### src/rtl/regfile_pkg.sv
// Shared definitions for the register file with scoreboard: widths, index types, zero register.
package regfile_pkg;

  localparam int DEFAULT_XLEN = 64;
  localparam int DEFAULT_NREG = 32;
  localparam int REG_IDX_W    = $clog2(DEFAULT_NREG);
  localparam int ZERO_IDX     = 0;

  typedef logic [REG_IDX_W-1:0]    reg_idx_t;
  typedef logic [DEFAULT_XLEN-1:0] xlen_t;

endpackage

### src/rtl/regfile_scoreboard.sv
// Busy-bit scoreboard: one pending bit per register, priority flush > issue-set > writeback-clear.
module regfile_scoreboard
  import regfile_pkg::*;
#(
  parameter int NREG = DEFAULT_NREG,
  parameter int NWR  = 2,
  parameter int NISS = 1
) (
  input  logic                       clk,
  input  logic                       rst,
  input  logic [NWR-1:0]             wr_en,
  input  logic [NWR*$clog2(NREG)-1:0]  wr_idx,
  input  logic [NISS-1:0]            iss_en,
  input  logic [NISS*$clog2(NREG)-1:0] iss_idx,
  input  logic                       flush,
  output logic [NREG-1:0]            busy_vec
);

  localparam int IDX_W = $clog2(NREG);

  logic [NREG-1:0] busy_reg;
  logic [NREG-1:0] busy_next;

  // Register 0 is never pending, so its bit is constant zero.
  assign busy_next[0] = 1'b0;

  for (genvar gi = 1; gi < NREG; gi++) begin : g_busy
    logic set_hit;
    logic clr_hit;
    logic bit_next;

    always_comb begin
      set_hit = 1'b0;
      clr_hit = 1'b0;
      for (int s = 0; s < NISS; s++) begin
        if (iss_en[s] && (iss_idx[s*IDX_W +: IDX_W] == IDX_W'(gi))) set_hit = 1'b1;
      end
      for (int w = 0; w < NWR; w++) begin
        if (wr_en[w] && (wr_idx[w*IDX_W +: IDX_W] == IDX_W'(gi))) clr_hit = 1'b1;
      end
      // A new producer issued alongside an older writeback keeps the register pending.
      if (flush)        bit_next = 1'b0;
      else if (set_hit) bit_next = 1'b1;
      else if (clr_hit) bit_next = 1'b0;
      else              bit_next = busy_reg[gi];
    end

    assign busy_next[gi] = bit_next;
  end

  always_ff @(posedge clk) begin
    if (rst) busy_reg <= '0;
    else     busy_reg <= busy_next;
  end

  assign busy_vec = busy_reg;

endmodule

### src/rtl/regfile_sb.sv
// Multi-port register file with write-to-read bypass and busy scoreboard.
// Define REGFILE_BYPASS_EN to forward same-cycle writes to reads and mask rd_busy on a hit.
module regfile_sb
  import regfile_pkg::*;
#(
  parameter int XLEN = DEFAULT_XLEN,
  parameter int NREG = DEFAULT_NREG,
  parameter int NRD  = 2,
  parameter int NWR  = 2,
  parameter int NISS = 1
) (
  input  logic                         clk,
  input  logic                         rst,
  input  logic [NRD*$clog2(NREG)-1:0]  rd_idx,
  output logic [NRD*XLEN-1:0]          rd_data,
  output logic [NRD-1:0]               rd_busy,
  input  logic [NWR-1:0]               wr_en,
  input  logic [NWR*$clog2(NREG)-1:0]  wr_idx,
  input  logic [NWR*XLEN-1:0]          wr_data,
  input  logic [NISS-1:0]              iss_en,
  input  logic [NISS*$clog2(NREG)-1:0] iss_idx,
  input  logic                         flush,
  output logic [NREG-1:0]              busy_vec
);

  localparam int IDX_W = $clog2(NREG);

  logic [XLEN-1:0] mem_reg [NREG];

  // Later ports are visited last, so the highest-numbered port wins on a shared index.
  always_ff @(posedge clk) begin
    if (rst) begin
      for (int r = 0; r < NREG; r++) mem_reg[r] <= '0;
    end else begin
      for (int w = 0; w < NWR; w++) begin
        if (wr_en[w] && (wr_idx[w*IDX_W +: IDX_W] != IDX_W'(ZERO_IDX)))
          mem_reg[wr_idx[w*IDX_W +: IDX_W]] <= wr_data[w*XLEN +: XLEN];
      end
    end
  end

  regfile_scoreboard #(
    .NREG (NREG),
    .NWR  (NWR),
    .NISS (NISS)
  ) u_scoreboard (
    .clk      (clk),
    .rst      (rst),
    .wr_en    (wr_en),
    .wr_idx   (wr_idx),
    .iss_en   (iss_en),
    .iss_idx  (iss_idx),
    .flush    (flush),
    .busy_vec (busy_vec)
  );

  for (genvar gi = 0; gi < NRD; gi++) begin : g_rd
    logic [IDX_W-1:0] ridx;
    logic [XLEN-1:0]  data;
    logic             busy;

    assign ridx = rd_idx[gi*IDX_W +: IDX_W];

    always_comb begin
      data = (ridx == IDX_W'(ZERO_IDX)) ? '0 : mem_reg[ridx];
      busy = busy_vec[ridx];
`ifdef REGFILE_BYPASS_EN
      // Forwarded value is final, so the consumer need not wait on the scoreboard.
      for (int w = 0; w < NWR; w++) begin
        if (wr_en[w] && (ridx != IDX_W'(ZERO_IDX)) && (wr_idx[w*IDX_W +: IDX_W] == ridx)) begin
          data = wr_data[w*XLEN +: XLEN];
          busy = 1'b0;
        end
      end
`endif
    end

    assign rd_data[gi*XLEN +: XLEN] = data;
    assign rd_busy[gi]              = busy;
  end

endmodule

### config.mk
export PLATFORM = sky130hd
export DESIGN_NAME = regfile_sb
export DESIGN_NICKNAME = d
export VERILOG_FILES = /design/src/rtl/regfile_pkg.sv /design/src/rtl/regfile_scoreboard.sv /design/src/rtl/regfile_sb.sv
export SDC_FILE = /design/constraint.sdc
export NUM_CORES = 2
export LEC_CHECK = 0
export BUFFER_PORTS_ARGS = -buffer_cell sky130_fd_sc_hd__clkbuf_2
export CORE_MARGIN = 1.5
export CORE_UTILIZATION = 55
export CTS_CLUSTER_SIZE = 10
export DETAILED_ROUTE_END_ITERATION = 8
export HOLD_SLACK_MARGIN = 0.08
export PLACE_DENSITY = 0.72
export SLEW_MARGIN = 30
export SYNTH_ARGS = -nofsm -noshare
export SYNTH_HDL_FRONTEND = slang
export SYNTH_SLANG_ARGS = --single-unit
### constraint.sdc
create_clock -name clk -period 7.25 [get_ports clk]
set_clock_uncertainty 0.2 [all_clocks]
set_input_delay 0.3625 -clock clk [delete_from_list [all_inputs] [get_ports clk]]
set_output_delay 0.3625 -clock clk [all_outputs]
set_load 0.02 [all_outputs]
# Word level (Yosys, flattened, before mapping)
# Memories as Yosys holds them, arrays and structs flattened.
# Index checks and enable logic that the tools add are counted.
# classes
n_mul	0
muxes	175
add_sub_neg	0
n_div	0
shifts	0
bitwise	0
order_cmp	2
eq_ne	93
n_reduce_logical	133
# ops
operator	count
$mux 64	4
$eq 5x5->1 const B	48
$mux 1	167
$reduce_or 64->1	2
$eq 5x4->1 const B	24
$logic_and 1x1->1	95
$reduce_bool 2->1	31
$eq 5x3->1 const B	12
$eq 5x2->1 const B	6
$eq 5x1->1 const B	3
$lt 5x6->1 const B	2
$bmux 1 s5	2
$logic_not 5->1	2
$mux 5	2
$reduce_bool 5->1	2
$reduce_or 2->1	1
# totals
ram_bits	2048
latch_bits	0
romBits	0
n_memories	1
reg_bits	32
word_cells	436
in_bits	159
# mem_list
name	words	word_bits	read_ports	rd_clocked_by_memory_dff	write_ports	line_no	text
mem_reg	32	64	2	0	32	regfile_sb.sv:28	logic [XLEN-1:0] mem_reg [NREG];

# Logic depth before layout (Yosys ltp)
# depth
depth_word	7
ltp_mapped	10

# Modules after synthesis
# Synthesis repeated with hierarchy kept, for this count alone.
# unflattened
hier_cells	7746
area_unflattened_um2	118626.3
# modules_own_cells
mod	area_per_inst_um2	cells_per_inst	instances
regfile_sb	116900.9	7555	1
regfile_scoreboard	1725.4	191	1

# Worst setup path before layout
# No wires, ideal clock.
# synth_path
kind	input to register
startpoint	input port rst
endpoint	memory mem_reg[3][0] (netlist bit) (enable)
slack_ps	688
setup_time_ps	575
cell_stages	5
arrival_ps	5787
path_cell_list	buf_2 -> nand2b_1 -> or4_1 -> clkbuf_1 -> o21ai_0
# synth_lines
item	line_no	text
from (decl)	regfile_sb.sv:13	input logic rst,
to (decl)	regfile_sb.sv:28	

# Final worst setup path
# layout_path
startpoint	input port rd_idx[6]
endpoint	output port rd_data[87]
# layout_between
elab_chain_cells	2
word_cells_on_any_way	3
cone_classes	mux: 1; reduce/logical: 1; memory: 1
# layout_lines
item	line_no	text
from (decl)	regfile_sb.sv:14	input logic [NRD*$clog2(NREG)-1:0] rd_idx,
$mem_v2 32x64 / $logic_not 5->1 (equally long branches)	--	
$mux 64 (*)	regfile_sb.sv:65	data = (ridx == IDX_W'(ZERO_IDX)) ? '0 : mem_reg[ridx];
to (decl)	regfile_sb.sv:15	output logic [NRD*XLEN-1:0] rd_data,
# Every way passes the cells marked *; elsewhere a longest branch is shown, timed or not.

==> metrics <==
status=finished clean; Hold Slack=102 ps; Tmin final=4420 ps; Rows=169; CTS Buffer Depth=3; DRC Markers=0; I/O Buffers=319; Post-DP Area=121000 sq um; Die Height=464 um; top-count cell post-synth=edfxtp_1; top cell type's share of synthesized area=0.525; Final nets=7408; sequential-to-total area share from yosys stat=0.531; syn avg cell area=15.7 sq um; Via Count=88.3k; worst slew pin tran=1240 ps; CTS H-tree depth=4; Hold Fails Final Rpt=0; worst skew pair latency=890 ps; post-cts sizing count=0; largest net degree at the start of global routing=112; Ports=321; synth warn=0; First-pass DRT Iterations=6; critical path capture point type=output pin; Synth top cells by count=edfxtp_1 (2048), a22o_1 (1989), mux4_2 (1071); Reg clk slew, reported paths=60 ps; maximum clock rate=226 MHz; Final GP Congestion=0.970; Netlist cell types=63; CP startpoint kind=input port; unrepaired setup endpoints after global routing=false; Worst VDD drop=0.273 mV; GRT overflow=0; Global Route Usage Sum=0.451; share of cells above drive strength 1=0.287; Final Cycle Share=0.610; hold_buf cts=72; CP Data Required Time=6690 ps; Setup-failing EPs final=0; Post-Layout Inst Area=129000 sq um; TNS Setup=0 ps; Post-synth EDFFs=2048; Num CTS Buffers=230; first-pass GRT wire length=674 mm; class of the worst hold path=in -> reg; cell count after synthesis=7447; worst r2r src=u_scoreboard.busy_vec[8]; fin. max-slew vios=0; Synth area leader=edfxtp_1; Top FF cell, synth=edfxtp_1; Post-Route WL=492 mm; CTS tree=built; non-filler cells, final=10.2k; max reg flops=2048; Post-CTS Setup Repair Bufs=0; Area Overhead vs Synth=9.86%; Post-Syn Area=117000 sq um; dpl hpwl=286 mm; DRT antenna net count=0; initial core utilization=0.553; Synth Register Bits=2079; Slew HR=0.168; Leakage=0.0438 uW; async set or reset register ratio after synthesis=0; clock root cell=clkbuf_16; hold path startpoint=wr_data[44]; fillcell total=15.4k; Iter 0 DRT Violations=17.2k; placed cell count=9758; DIE AREA=216000 sq um; Setup CP Type=in -> out; power density cells=227 nW/um^2; CP startpoint=rd_idx[6]; critical path fanouts, max=107; clock sinks=2079; maxcap violations=0; Core Region=212000 sq um; Area contributors post-synth=edfxtp_1 (53%), mux4_2 (21%), a22o_1 (15%), mux2i_1 (3.0%), clkbuf_1 (2.9%); vias in the first global route=85.1k; die width=464 um; average wire per standard cell=48.3 um; initial antenna violation count=54; CP arrival=3860 ps; Via density=8.67
==> per-layer routing <==
| metal | GRT usage | share of wire |
|---|---|---|
| met1 | 0.543 | 0.30 |
| met2 | 0.626 | 0.42 |
| met3 | 0.191 | 0.18 |
| met4 | 0.381 | 0.10 |
| met5 | 0 | 0.00077 |
==> where the power goes <==
part	switching [uW]	internal [uW]	total, uW
Clock	4800	5700	10500
Sequential	370	14000	14300
Combinational	2790	1630	4420
==> logic make-up after synthesis <==
group	count (synthesis)	share of synthesized area
mux	1477	0.241
compound gates	2373	0.172
other cells	1	0.0000320
simple gates	347	0.0167
buf+inv	1170	0.0393
flops	2079	0.531
==> critical path, cell delays in order <==
cell,delay (ps)
buf_8,410
buf_4,510
buf_12,620
mux4_2,350
nor2b_1,50
o32ai_1,950
a21o_1,170
clkbuf_2,170
==> final timing paths <==
check                               to  slack, ps  cells after the start
max                        rd_data[87]       2830                      8
min                    mem_reg[10][44]        100                      2
max reg2reg   u_scoreboard.busy_vec[8]       5470                      3
min reg2reg  u_scoreboard.busy_vec[17]        340                      2
==> cell type report <==
cell class                      count  area (sq um)  area share
Inverter                            2          7.51   0.0000584
Multi-Input combinational cell   4262         51500       0.400
Sequential cell                  2079         62100       0.483
Clock inverter                     20           243     0.00189
Tap cell                         2821          3530      0.0274
Clock buffer                      271          5960      0.0463
Antenna cell                       57           143     0.00111
Timing Repair Buffer              674          5170      0.0402
==> stage by stage <==
step                      total power (uW)  setup slack, ps   util
after floorplan                      17100              688      -
after global placement               18600             2730  0.571
after detailed placement             18700             2720  0.573
after CTS                            28900             2990  0.605
after global routing                 29600             2860  0.607
final                                29200             2830  0.607
==> placed cells by master, fill, tap and decap left out, drive strengths merged, types with 8 or more instances in the layout <==
| cell type | count |
|---|---|
| nand2 | 85 |
| nand4bb | 8 |
| conb | 65 |
| nand2b | 14 |
| nor3 | 51 |
| a21oi | 46 |
| nor4 | 9 |
| and3 | 14 |
| o211ai | 10 |
| nand4 | 9 |
| o21ai | 14 |
| dfxtp | 31 |
| buf | 294 |
| a22oi | 32 |
| a221oi | 8 |
| o221ai | 45 |
| nor2 | 58 |
| clkinv | 13 |
| or3 | 10 |
| clkbuf | 579 |
| o22ai | 96 |
| inv | 9 |
| nand3 | 21 |
| mux4 | 1071 |
| a21o | 86 |
| mux2i | 350 |
| edfxtp | 2048 |
| dlygate4sd3 | 72 |
| diode | 57 |
| a22o | 1989 |
| mux2 | 56 |
| o22a | 10 |
| nor2b | 28 |
Note: power is estimated with default switching activity, not from simulation.
